$ cat config.mk
export PLATFORM = sky130hd
export DESIGN_NAME = digit_sequencer
export DESIGN_NICKNAME = d
export VERILOG_FILES = /design/src/rtl/digit_sequencer.sv
export SDC_FILE = /design/constraint.sdc
export NUM_CORES = 1
export LEC_CHECK = 0
export ABC_CLOCK_PERIOD_IN_PS = 2200
export BUFFER_PORTS_ARGS = -buffer_cell sky130_fd_sc_hd__buf_2
export CAP_MARGIN = 0
export CELL_PAD_IN_SITES_DETAIL_PLACEMENT = 0
export CELL_PAD_IN_SITES_GLOBAL_PLACEMENT = 1
export CORE_AREA = 2 2 86 120
export DETAILED_ROUTE_END_ITERATION = 8
export DIE_AREA = 0 0 88 122
export PLACE_DENSITY_LB_ADDON = 0.08
export RECOVER_POWER = 25
export SLEW_MARGIN = 20
export SYNTH_ARGS = -nofsm -noshare
export SYNTH_HDL_FRONTEND = slang
export SYNTH_SLANG_ARGS = --single-unit
$ cat constraint.sdc
create_clock -name clk -period 2.2 [get_ports clk]
set_clock_uncertainty 0.15 [all_clocks]
set_input_delay 0.55 -clock clk [delete_from_list [all_inputs] [get_ports clk]]
set_output_delay 0.55 -clock clk [all_outputs]
set_load 0.1 [all_outputs]
$ cat src/rtl/digit_sequencer.sv
// Digit source for the 7-segment decoder: a prescaled up/down digit counter
// with wrap at MAX_DIGIT, run/pause from a debounced button, and a sync clear.
module digit_sequencer #(
    parameter int TICK_DIV   = 50000000,
    parameter int MAX_DIGIT  = 9,
    parameter int DEB_CYCLES = 500000
) (
    input  logic       clk,
    input  logic       rst,
    input  logic       run_btn,
    input  logic       dir,
    input  logic       clear,
    output logic [3:0] digit,
    output logic       running,
    output logic       tick,
    output logic       wrap
);

    localparam int PW = (TICK_DIV > 1) ? $clog2(TICK_DIV) : 1;
    localparam int DW = (DEB_CYCLES > 1) ? $clog2(DEB_CYCLES) : 1;
    localparam logic [PW-1:0] PRESC_LAST = PW'(TICK_DIV - 1);
    localparam logic [DW-1:0] DEB_LAST   = DW'(DEB_CYCLES - 1);
    localparam logic [3:0]    DIGIT_MAX  = 4'(MAX_DIGIT);

    logic          r_sync1;
    logic          r_sync2;
    logic          r_btn_acc;
    logic          r_btn_prev;
    logic [DW-1:0] r_deb_cnt;
    logic          r_running;
    logic [PW-1:0] r_presc;
    logic [3:0]    r_digit;
    logic          r_tick;
    logic          r_wrap;

    logic          w_press;
    logic          w_step;
    logic [3:0]    w_next_digit;
    logic          w_next_wrap;

    always_ff @(posedge clk or posedge rst) begin
        if (rst) begin
            r_sync1 <= 1'b0;
            r_sync2 <= 1'b0;
        end else begin
            r_sync1 <= run_btn;
            r_sync2 <= r_sync1;
        end
    end

    // A new level is accepted only after DEB_CYCLES consecutive differing samples.
    always_ff @(posedge clk or posedge rst) begin
        if (rst) begin
            r_btn_acc  <= 1'b0;
            r_btn_prev <= 1'b0;
            r_deb_cnt  <= '0;
        end else begin
            r_btn_prev <= r_btn_acc;
            if (r_sync2 == r_btn_acc) begin
                r_deb_cnt <= '0;
            end else if (r_deb_cnt == DEB_LAST) begin
                r_btn_acc <= r_sync2;
                r_deb_cnt <= '0;
            end else begin
                r_deb_cnt <= r_deb_cnt + DW'(1);
            end
        end
    end

    assign w_press = r_btn_acc & ~r_btn_prev;
    assign w_step  = r_running && (r_presc == PRESC_LAST);

    always_comb begin
        w_next_digit = r_digit;
        w_next_wrap  = 1'b0;
        if (dir) begin
            if (r_digit >= DIGIT_MAX) begin
                w_next_digit = '0;
                w_next_wrap  = 1'b1;
            end else begin
                w_next_digit = r_digit + 4'd1;
            end
        end else begin
            if (r_digit == 4'd0) begin
                w_next_digit = DIGIT_MAX;
                w_next_wrap  = 1'b1;
            end else begin
                w_next_digit = r_digit - 4'd1;
            end
        end
    end

    // Step decisions use the pre-toggle running value; clear overrides a coincident step.
    always_ff @(posedge clk or posedge rst) begin
        if (rst) begin
            r_running <= 1'b0;
            r_presc   <= '0;
            r_digit   <= '0;
            r_tick    <= 1'b0;
            r_wrap    <= 1'b0;
        end else begin
            if (w_press) begin
                r_running <= ~r_running;
            end
            if (clear) begin
                r_presc <= '0;
                r_digit <= '0;
                r_tick  <= 1'b0;
                r_wrap  <= 1'b0;
            end else if (w_step) begin
                r_presc <= '0;
                r_digit <= w_next_digit;
                r_tick  <= 1'b1;
                r_wrap  <= w_next_wrap;
            end else begin
                r_tick <= 1'b0;
                r_wrap <= 1'b0;
                if (r_running) begin
                    r_presc <= r_presc + PW'(1);
                end
            end
        end
    end

    assign digit   = r_digit;
    assign running = r_running;
    assign tick    = r_tick;
    assign wrap    = r_wrap;

endmodule

# Word level (Yosys, flattened, before mapping)

Index checks and enable logic that the tools add are counted.

Register bits after elaboration: 56
Logic and storage cells: 44
Output and inout bits: 7
Input bits: 5

Reductions and logical operators: 5
$lt $le $gt $ge: 1
Equal/unequal tests: 3
$add $sub $neg: 4
Bitwise gates (word level): 4
Muxes and demuxes: 17

Operator list:

| kind                                                     | number |
|---|---|
| two-way mux 26 bit                                       | 3 |
| two-way mux 19 bit                                       | 2 |
| adder 26 x 1 -> 26 bit, second input constant            | 1 |
| == test 26 bit, second input constant                    | 1 |
| two-way mux 4 bit                                        | 5 |
| adder 19 x 1 -> 19 bit, second input constant            | 1 |
| == test 19 bit, second input constant                    | 1 |
| two-way mux 1 bit                                        | 7 |
| adder 4 x 1 -> 4 bit, second input constant              | 1 |
| greater-or-equal comparator 4 bit, second input constant | 1 |
| zero test 4 bit                                          | 1 |
| subtractor 4 x 1 -> 4 bit, second input constant         | 1 |
| inverter 1 bit                                           | 3 |
| nonzero test 3 bit                                       | 1 |
| AND reduction 2 bit                                      | 1 |
| nonzero test 2 bit                                       | 1 |
| AND 1 bit                                                | 1 |
| == test 1 bit                                            | 1 |
| logical AND 1 bit                                        | 1 |

# Longest topological paths before layout

Gate-level depths: netlist of the first run.

Word-level depth: 5
Gate-level depth with buffers: 8
Mapped depth without buffers: 6

# Worst setup path after synthesis of the first run

OpenSTA, ideal clock, no wires.

Path type: reg2reg
From: register r_running (netlist: running)
To: register r_presc[17]
Path buffers: 2
Library setup time: 0.077 ns
Stages on the path, launching flop included: 7
Path slack: -0.550 ns
Arrival time: 2.522 ns
Data required time: 1.973 ns
Period minus slack after synthesis: 2.750 ns
Cell sequence: dfrtp_1 buf_2 o211ai_1 or4_4 buf_2 or3_1 a21oi_1

Word-level cells in the longest chain between the ends: 3
Elaborated cells between the ends (all ways): 4
Classes of those cells: 2 x mux; 2 x reduce/logical

Ends and longest elaborated chain:

| what                   | RTL line | text |
|---|---|---|
| start, declared        | 30       | `logic r_running;` |
| start signal, assigned | 103      | `r_running <= ~r_running;` |
| logical AND 1 bit      | 71       | `assign w_step = r_running && (r_presc == PRESC_LAST);` |
| two-way mux 26 bit     | 110      | `end else if (w_step) begin` |
| two-way mux 26 bit     | 105      | `if (clear) begin` |
| end signal, assigned   | 119      | `r_presc <= r_presc + PW'(1);` |
| end, declared          | 31       | `logic [PW-1:0] r_presc;` |

Parallel ways exist; a longest one is shown, timed or not.
A chain may end at the register's enable or synchronous reset.

# Final worst setup path of the first run

From: register r_deb_cnt[14]
To: register r_btn_acc

Word-level cells in the longest chain between the ends: 2

Ends and longest elaborated chain:

| what                                 | RTL line | text |
|---|---|---|
| start, declared                      | 29       | `logic [DW-1:0] r_deb_cnt;` |
| start signal, assigned               | 65       | `r_deb_cnt <= r_deb_cnt + DW'(1);` |
| == test 19 bit                       | 61       | `end else if (r_deb_cnt == DEB_LAST) begin` |
| AND reduction 2 bit (no source line) | --       |  |
| end signal, assigned                 | 62       | `r_btn_acc <= r_sync2;` |
| end, declared                        | 27       | `logic r_btn_acc;` |

No other way between the ends.

==> reports/results.txt, run 1 <==
The flow ran to the end, and the final reports show no timing, DRC or antenna violations. The H-tree was split into 2 levels. The largest fanout on the critical path is 3. Clock tree synthesis inserted a total of 5 buffers.

The critical path class is reg2reg. The clock tree buffer depth was 2; the total core area was 0.009738 mm^2. Portion of netlist area occupied by mux cells: 0.3738%.

Count of TritonRoute iterations in the first routing pass: 6. The synthesized netlist devotes 26.62% of its cell area to simple gates. 12 I/O pins were placed. The final net count is 375, and the final-layout setup total negative slack is 0 ns. The post-route cell area is 0.003760 mm^2.

The number of warnings printed during yosys synthesis was 0. After detailed routing, the average wire length per cell comes to 15.48 um. Setup violations remaining at the end of the flow were counted as 0. The tools report the net count after synthesis as 325. Entering global routing, the biggest net connects 44 pins. The die covers 0.01074 mm^2.

In this run, synthesis inferred 0 flip-flops with an integrated enable. The post-route netlist has 23.56% of its cells at a drive strength greater than 1. After technology mapping, the gate count stands at 314. After synthesis the netlist holds a flip-flop and latch count of 56. IR analysis of the VDD net gives a maximum drop of 269.6 uV. The path class of the tightest hold or removal check is in2async. The violation count after the first detailed-routing iteration is 147. Insertion delay of the later-clocked pin in the worst-skew pair: 0.30 ns. The run gives 0 as the initial antenna violation count. The tool flagged a number of max-cap violations equal to 0. After detailed routing, the total wire length is 7740 um. The logs give 2.19 ns for the arrival time reported for the critical path endpoint and 1.540 nW for the leakage component of the power. The adder-cell share of the synthesized area is 2.492%, and the half-perimeter wire length of the detailed placement result is 5885 um. The aggregate global routing overflow was 0; the worst stage delay on the critical path was 0.57 ns. In this run the horizontal extent of the chip is 88 um. CTS saw 56 sinks. The final hold violation count came out at 0. The setup check on the worst reg-to-reg path leaves a slack of 0.05 ns. The post-placement cell area is 0.003567 mm^2.

STA puts the critical path data required time at 2.24 ns. STA classifies the critical path startpoint as a flip-flop. After detailed routing, the number of remaining DRC violations is 0. Averaged over all synthesized cells, the footprint is 9.595 um^2. TritonCTS built the clock tree.

The number of global-route vias before repair is 2620. Walking the worst path, the cells encountered are or3b_2 > or4_4 > nor2_2 > mux2_2. The buffer type at the clock tree root is clkbuf_16. The count of buffers from port buffering works out to 11.

Grouping stages by cell kind, the critical path spends the most delay in simple AND/OR/NAND/NOR gates. After detailed routing, the number of vias per cell comes to 5.024. The clock transition at the registers of the reported paths works out to 0.07 ns. The largest individual stage delay along the critical path comes from the cell or4_4. In this run the critical register-to-register path is captured at r_btn_acc. The number of buffers inserted for hold repair after clock tree synthesis was 0. 0 antenna diodes ended up in the layout. The cell depth of the worst flop-to-flop path was 4.

Setup repair after global routing left no endpoint under its margin. The number of rows created at floorplan is 43. Tightest slew margin relative to the limit: 59.70%.

The XOR/XNOR share of the synthesized area came out at 7.267%. Compared with the post-synthesis result, the final layout area differs by 24.79%. The run gives 16.02% as the total track usage. The combinational family with the most area after synthesis is simple AND/OR/NAND/NOR gates. The netlist area before placement came out at 0.003013 mm^2. The last weighted congestion value of the routability-driven placer was 0.7557; the pin slew with the least headroom to its limit was 0.6039 ns.

Summing the areas of all compound-gate instances in the mapped netlist gives 13.54% of the synthesized area. Once the floorplan was initialized, standard cells occupied 30.94% of the core. The count of nets left with antenna violations once routing finished came out at 0. The source of the critical timing path is r_deb_cnt[14].

For this run, the leading register cell type out of synthesis is dfrtp_1. The first global-routing pass estimated 13190 um of wire. The power per unit of standard cell area is 550.5 mW/mm^2.

Counting both buffers and inverters, the worst setup path holds a total of 0. For this run, the top clock speed supported by timing is 465.1 MHz. The part of the cycle the worst path needs came out at 97.74%. Summing internal, switching and leakage power gives 0.002070 W. The clock period could shrink to 2.150 ns.

The proportion of register bits with asynchronous set or reset after synthesis came out at 100.0%. Sequential elements use 46.51% of the synthesized area. The die is 122 um tall.

The worst setup path is captured at a flip-flop. The number of different library cells used by synthesis comes to 50. The tools report the total via count after detailed routing as 2512. The run gives 0 as the number of max-slew violations in the final report.

The startpoint identified for the worst register-to-register timing path is r_deb_cnt[14].
[cells in the mapped netlist (3+ instances only)]
| master | number | area (um^2) |
|---|---|---|
| or3_1 | 11 | 68.82 |
| xor2_1 | 9 | 78.83 |
| nand3_1 | 19 | 95.09 |
| a21oi_1 | 21 | 105.1 |
| and3_1 | 3 | 18.77 |
| o21ai_0 | 11 | 55.05 |
| clkbuf_1 | 5 | 18.77 |
| inv_1 | 11 | 41.29 |
| and2_1 | 3 | 18.77 |
| or4_1 | 10 | 75.07 |
| o31ai_1 | 8 | 60.06 |
| nor3_1 | 6 | 30.03 |
| buf_2 | 5 | 25.02 |
| xnor2_1 | 16 | 140.1 |
| nor4_1 | 10 | 62.56 |
| dfrtp_1 | 56 | 1401 |
| nor2_1 | 31 | 116.4 |
| ha_1 | 6 | 75.07 |
| and4_1 | 4 | 35.03 |
| nand2_1 | 19 | 71.32 |
| nand4_1 | 12 | 75.07 |
[worst register-to-register path, delay by kind of cell, from the launching register on]
kind,cells,cell delay [ns]
simple gates,3,1.16
flops,1,0.40
mux,1,0.33
[power by group]
group          switching [W]  leakage [nW]  total [W]  internal [W]
registers         0.00000558         0.769    0.00104       0.00103
clock network       0.000405        0.0804   0.000947      0.000543
logic              0.0000539         0.691  0.0000823     0.0000284
[state kept, by name, summed over array words and instances (netlist names)]
name	count
tick	1
r_deb_cnt	19
wrap	1
r_btn_acc	1
r_presc	26
r_sync1	1
r_sync2	1
running	1
r_btn_prev	1
digit	4
[metrics by stage]
step	setup WS, ns	cells	hold slack [ns]	util [%]
2_1_floorplan	-0.07816	314	0.1812	-
3_3_place_gp	-0.003542	491	0.1828	36.63
3_5_place_dp	-0.005918	491	0.1873	36.63
4_1_cts	0.02005	499	0.05027	38.39
5_1_grt	0.002970	500	0.1940	38.61
6_report	0.04981	500	0.1558	38.61
[cells by family (layout without fill, tap and decap cells)]
group	Yosys count	in the layout
compound gates	61	61
xor+xnor	25	25
fa+ha+maj	6	6
buf+inv	22	73
flops	56	56
mux	1	1
simple gates	143	143
[area by class of cell]
class | instances | area [um^2]
tap | 135 | 168.9
clock inverter | 3 | 46.29
fill | 992 | 5978
clock buffer | 5 | 125.1
timing repair buffer | 54 | 415.4
inverter | 11 | 41.29
multi-input combinational | 236 | 1556
sequential | 56 | 1406
[timing repair]
item	CTS	global route
endpoints found under the setup margin	0	10
gates resized for setup	0	4
setup buffers	0	1
[how the worst max path moves through the flow]
| stage | cells after the start | to |
|---|---|---|
| after CTS | 4 | r_btn_acc |
| after global routing | 5 | r_deb_cnt[18] |
| after global placement | 6 | r_presc[20] |
| final | 4 | r_btn_acc |
| after floorplan | 5 | r_presc[22] |
| after detailed placement | 5 | r_presc[23] |
[cell usage in the layout, fill, tap and decap left out, types with 5 or more instances in the layout]
master,netlist,routed
or3_1,11,11
buf_4,0,40
nor3_1,6,6
o21ai_0,11,11
nand2_1,19,19
a21oi_1,21,17
xor2_1,9,9
nor4_1,10,9
dfrtp_1,56,52
clkbuf_16,0,5
o31ai_1,8,8
ha_1,6,6
nand4_1,12,12
or4_1,10,10
buf_2,5,11
nand3_1,19,19
inv_1,11,11
xnor2_1,16,16
nor2_1,31,30
[metal layers]
layer	global-route usage [%]	share of wire, %
met1	17.22	39
met2	31.30	58
met4	4.904	1.4
met3	2.236	1.7
met5	0	0
Power figures use the tool's default switching activity.
==> run 2, diff against run 1 <==
ABC_AREA = 1   (was default)
CORE_AREA = 2 2 88 123   (was 2 2 86 120)
DIE_AREA = 0 0 90 125   (was 0 0 88 122)
==> reports/results.txt, run 2 <==
For this design, the sink count on the clock tree is 56. Synthesis produced 445 cells. STA classifies the critical path endpoint as an output pin. Setup violations remaining at the end of the flow were counted as 0. The library cell used most frequently in the layout, excluding fill and tap cells, is nor2_1. In the post-route analysis, the smallest setup slack over all paths is 0.2367 ns. IR analysis of the VDD net gives a maximum drop of 314.4 uV. Port buffering added 11 buffers. By startpoint and endpoint, the worst setup path is classified as reg2out. In this run the mean area of a mapped cell was 7.142 um^2. The switching power summed over all nets is 0.0004604 W. CTS placed an instance of clkbuf_16 at the clock tree root. The largest fanout on the critical path came out at 8. For this run, the register share of the synthesized area comes to 44.09%.

The power per unit of standard cell area was 555.1 mW/mm^2; the netlist area before placement was 0.003178 mm^2. The run gives 16.18% as the total track usage. Sequential cells account for 50.7% of the total power. The footprint of the multi-input gates is 0.001530 mm^2. The area used by sequential logic in the layout was 0.001404 mm^2. The element type at the critical path start is a flip-flop. Dividing the detail-routed via count by the number of cells gives 4.564. Yosys printed 0 warnings.

The tools report the violation count after the first detailed-routing iteration as 84. TritonCTS built the clock tree. The run gives 0 as the number of antenna cells inserted. After clock tree synthesis, the repair step resized 0 gates. Among all stages on the critical path, the largest delay is contributed by dfrtp_1. After global routing the overflow that remains totals 0. The final route contains 2816 vias. For this run, the detailed router's first-pass iteration total came to 5. In this design, the largest share of critical-path delay is due to flip-flops.

The I/O pin total came out at 12. From left edge to right edge, the die measures 90 um. The run gives 0 as the post-route antenna net violation count.

The run finished with clean final reports. The signal on the critical path passes through buf_2. For the final net count, the log shows 489. Ranked by flip-flop count, first place goes to r_presc.

The commonest cells after synthesis are nor2_1 (106), nand2_1 (101), inv_1 (62), dfrtp_1 (56), nand3_1 (29). The region available for standard cell placement spans 0.01024 mm^2. Setup repair after global routing left no endpoint under its margin.

Net switching is 22.42% of the power. After layout, the design draws a total of 0.002053 W. The layout cell share with drive strength beyond 1 is 9.395%, and the net count after synthesis is 456. The die covers 0.01125 mm^2. For the number of fill cells in the layout, the log shows 1147. The clock transition at the registers of the reported paths works out to 0.08 ns.

The run gives 2952 as the number of global-route vias before repair. After detailed routing, the average wire length per cell comes to 13.76 um. Count of unresolved DRC violations after routing: 0. For this block, the routed nets add up to 8493 um of wire. The library cell with the largest summed area after synthesis was dfrtp_1. The run gives 2 as the H-tree depth. STA puts the critical path data required time at 1.50 ns. The final-layout setup total negative slack was 0 ns; the initial antenna violation count was 0. The run gives 3.5% as the fraction of power consumed by combinational cells. After synthesis, the share of flip-flops with an asynchronous set or reset is 100.0%.

OpenSTA, run right after detailed placement, puts the worst setup slack at 0.1038 ns. The minimum period implied by the final worst setup slack is 1.963 ns. For this design the static power due to leakage is 1.684 nW. Counting flops and latches in the post-synthesis netlist gives 56.

The library cells used most frequently in the layout, excluding fill and tap cells, are nor2_1 (105), nand2_1 (101), inv_1 (62). The part of the cycle the worst path needs is 89.24%, and the tightest slew margin relative to the limit is 48.67%. The starting utilization of the core area is 31.04%. The sum of buffers and inverters on the critical path is 1. The number of max-slew violations in the final report came out at 0. The max-cap check violation count was 0; the top cell type's share of synthesized area was 44.09%. The run gives 0 as the final hold violation count. The congestion estimate from routability-driven global placement came to 0.7823. Per report_power, the clock group accounts for 45.8% of the total. STA puts the critical path data arrival time at 1.26 ns.

The logs give 617 for the number of standard cells in the final layout excluding fillers and 6645 um for the half-perimeter wire length of the detailed placement result. No sink is reached through more buffers than the 2 on the longest clock path. Clock latency on the worst-skew pair, taken at its later pin, is 0.30 ns.

Entering global routing, the biggest net connects 29 pins. Most frequent cell after synthesis: nor2_1. The tools report the number of CTS-inserted buffers as 5. The most instantiated flip-flop cell in the synthesis netlist is dfrtp_1. The first global-routing pass estimated 14570 um of wire. Including well taps, the total number of placed cells is 609.

The maximum operating frequency was 509.3 MHz; the number of synthesized flops with an enable pin was 0. The floorplan has 44 rows. Post-CTS timing repair inserted 0 buffers for setup.

The worst stage delay on the critical path came out at 0.49 ns. The number of flip-flops under the largest register name is 26, and the pin slew with the least headroom to its limit is 0.7691 ns. Yosys mapped the design onto 25 distinct sky130hd cell types. The internal power of the cells totals 0.001593 W. The number of buffers inserted for hold repair after clock tree synthesis was 0.

The die is 125 um tall. The path class of the tightest hold or removal check is in2reg. The growth of design area from synthesis to finish works out to 16.38%. By area the synthesized netlist is led by dfrtp_1 (44%), nor2_1 (13%), nand2_1 (12%), inv_1 (7.3%), nand3_1 (4.6%).
-- run 2: changes by cell type in the layout (fill, tap and decap cells not counted), sizes merged, moves of 12 or more --
cell | previous run | this run
nand2 | 19 | 103
buf | 54 | 28
nor2 | 31 | 109
or4 | 12 | 0
inv | 12 | 63
-- run 2: final timing paths --
check,from,end,slack [ns],cells past startpoint
min in group asynchronous,rst,r_presc[24],0.24,2
min reg2reg,r_sync1,r_sync2,0.21,0
max reg2reg,running,r_presc[21],0.33,9
max in group asynchronous,rst,r_presc[8],0.46,3
min,run_btn,r_sync1,0.20,1
max,digit[2],digit[2],0.24,1
-- run 2: cells by family after synthesis --
family                     after synthesis  synth area share [%]
adders and majority gates                6                 2.362
DFF                                     56                 44.09
and+or+nand+nor                        275                 36.46
AOI/OAI and AO/OA                       24                 4.015
buffers and inverters                   65                 7.834
xor gates and xnor gates                19                 5.236
-- run 2: per-layer routing --
layer | share of wire [%] | track usage (%) | vias to the layer above
met2 | 55 | 30.96 | 35
met5 | 0 | 0 | -
met3 | 1.6 | 1.988 | 16
met4 | 2.7 | 6.244 | 0
met1 | 41 | 18.03 | 1304
li1 | - | - | 1461
-- run 2: power groups by stage --
stage	registers, W	logic (W)	clock network [W]
floorplan	0.00106	0.0000454	0
global placement	0.00106	0.0000794	0
detailed placement	0.00106	0.0000810	0
CTS	0.00104	0.0000806	0.000973
global route	0.00104	0.0000856	0.00100
finish	0.00104	0.0000728	0.000940
-- run 2: worst reg2reg max path, delay by kind of cell (launching register included) --
kind | cells | cell delay, ns
DFF | 1 | 0.42
and+or+nand+nor | 7 | 0.89
buffers and inverters | 2 | 0.31
-- run 2: final cells by class --
class | count | area share [%]
Multi-Input combinational cell | 324 | 41.37
Clock inverter | 3 | 1.252
Clock buffer | 5 | 3.383
Sequential cell | 56 | 37.96
Timing Repair Buffer | 29 | 5.074
Inverter | 62 | 6.292
Tap cell | 138 | 4.668
-- run 2: per-stage QoR --
stage                     instance area (um^2)  util [%]  hold slack [ns]
after global routing                      3699     36.12           0.1944
after global placement                    3540     34.57           0.1867
after detailed placement                  3540     34.57           0.1952
after floorplan                           3181         -           0.1812
final                                     3699     36.12           0.2018
after CTS                                 3711     36.24           0.1214
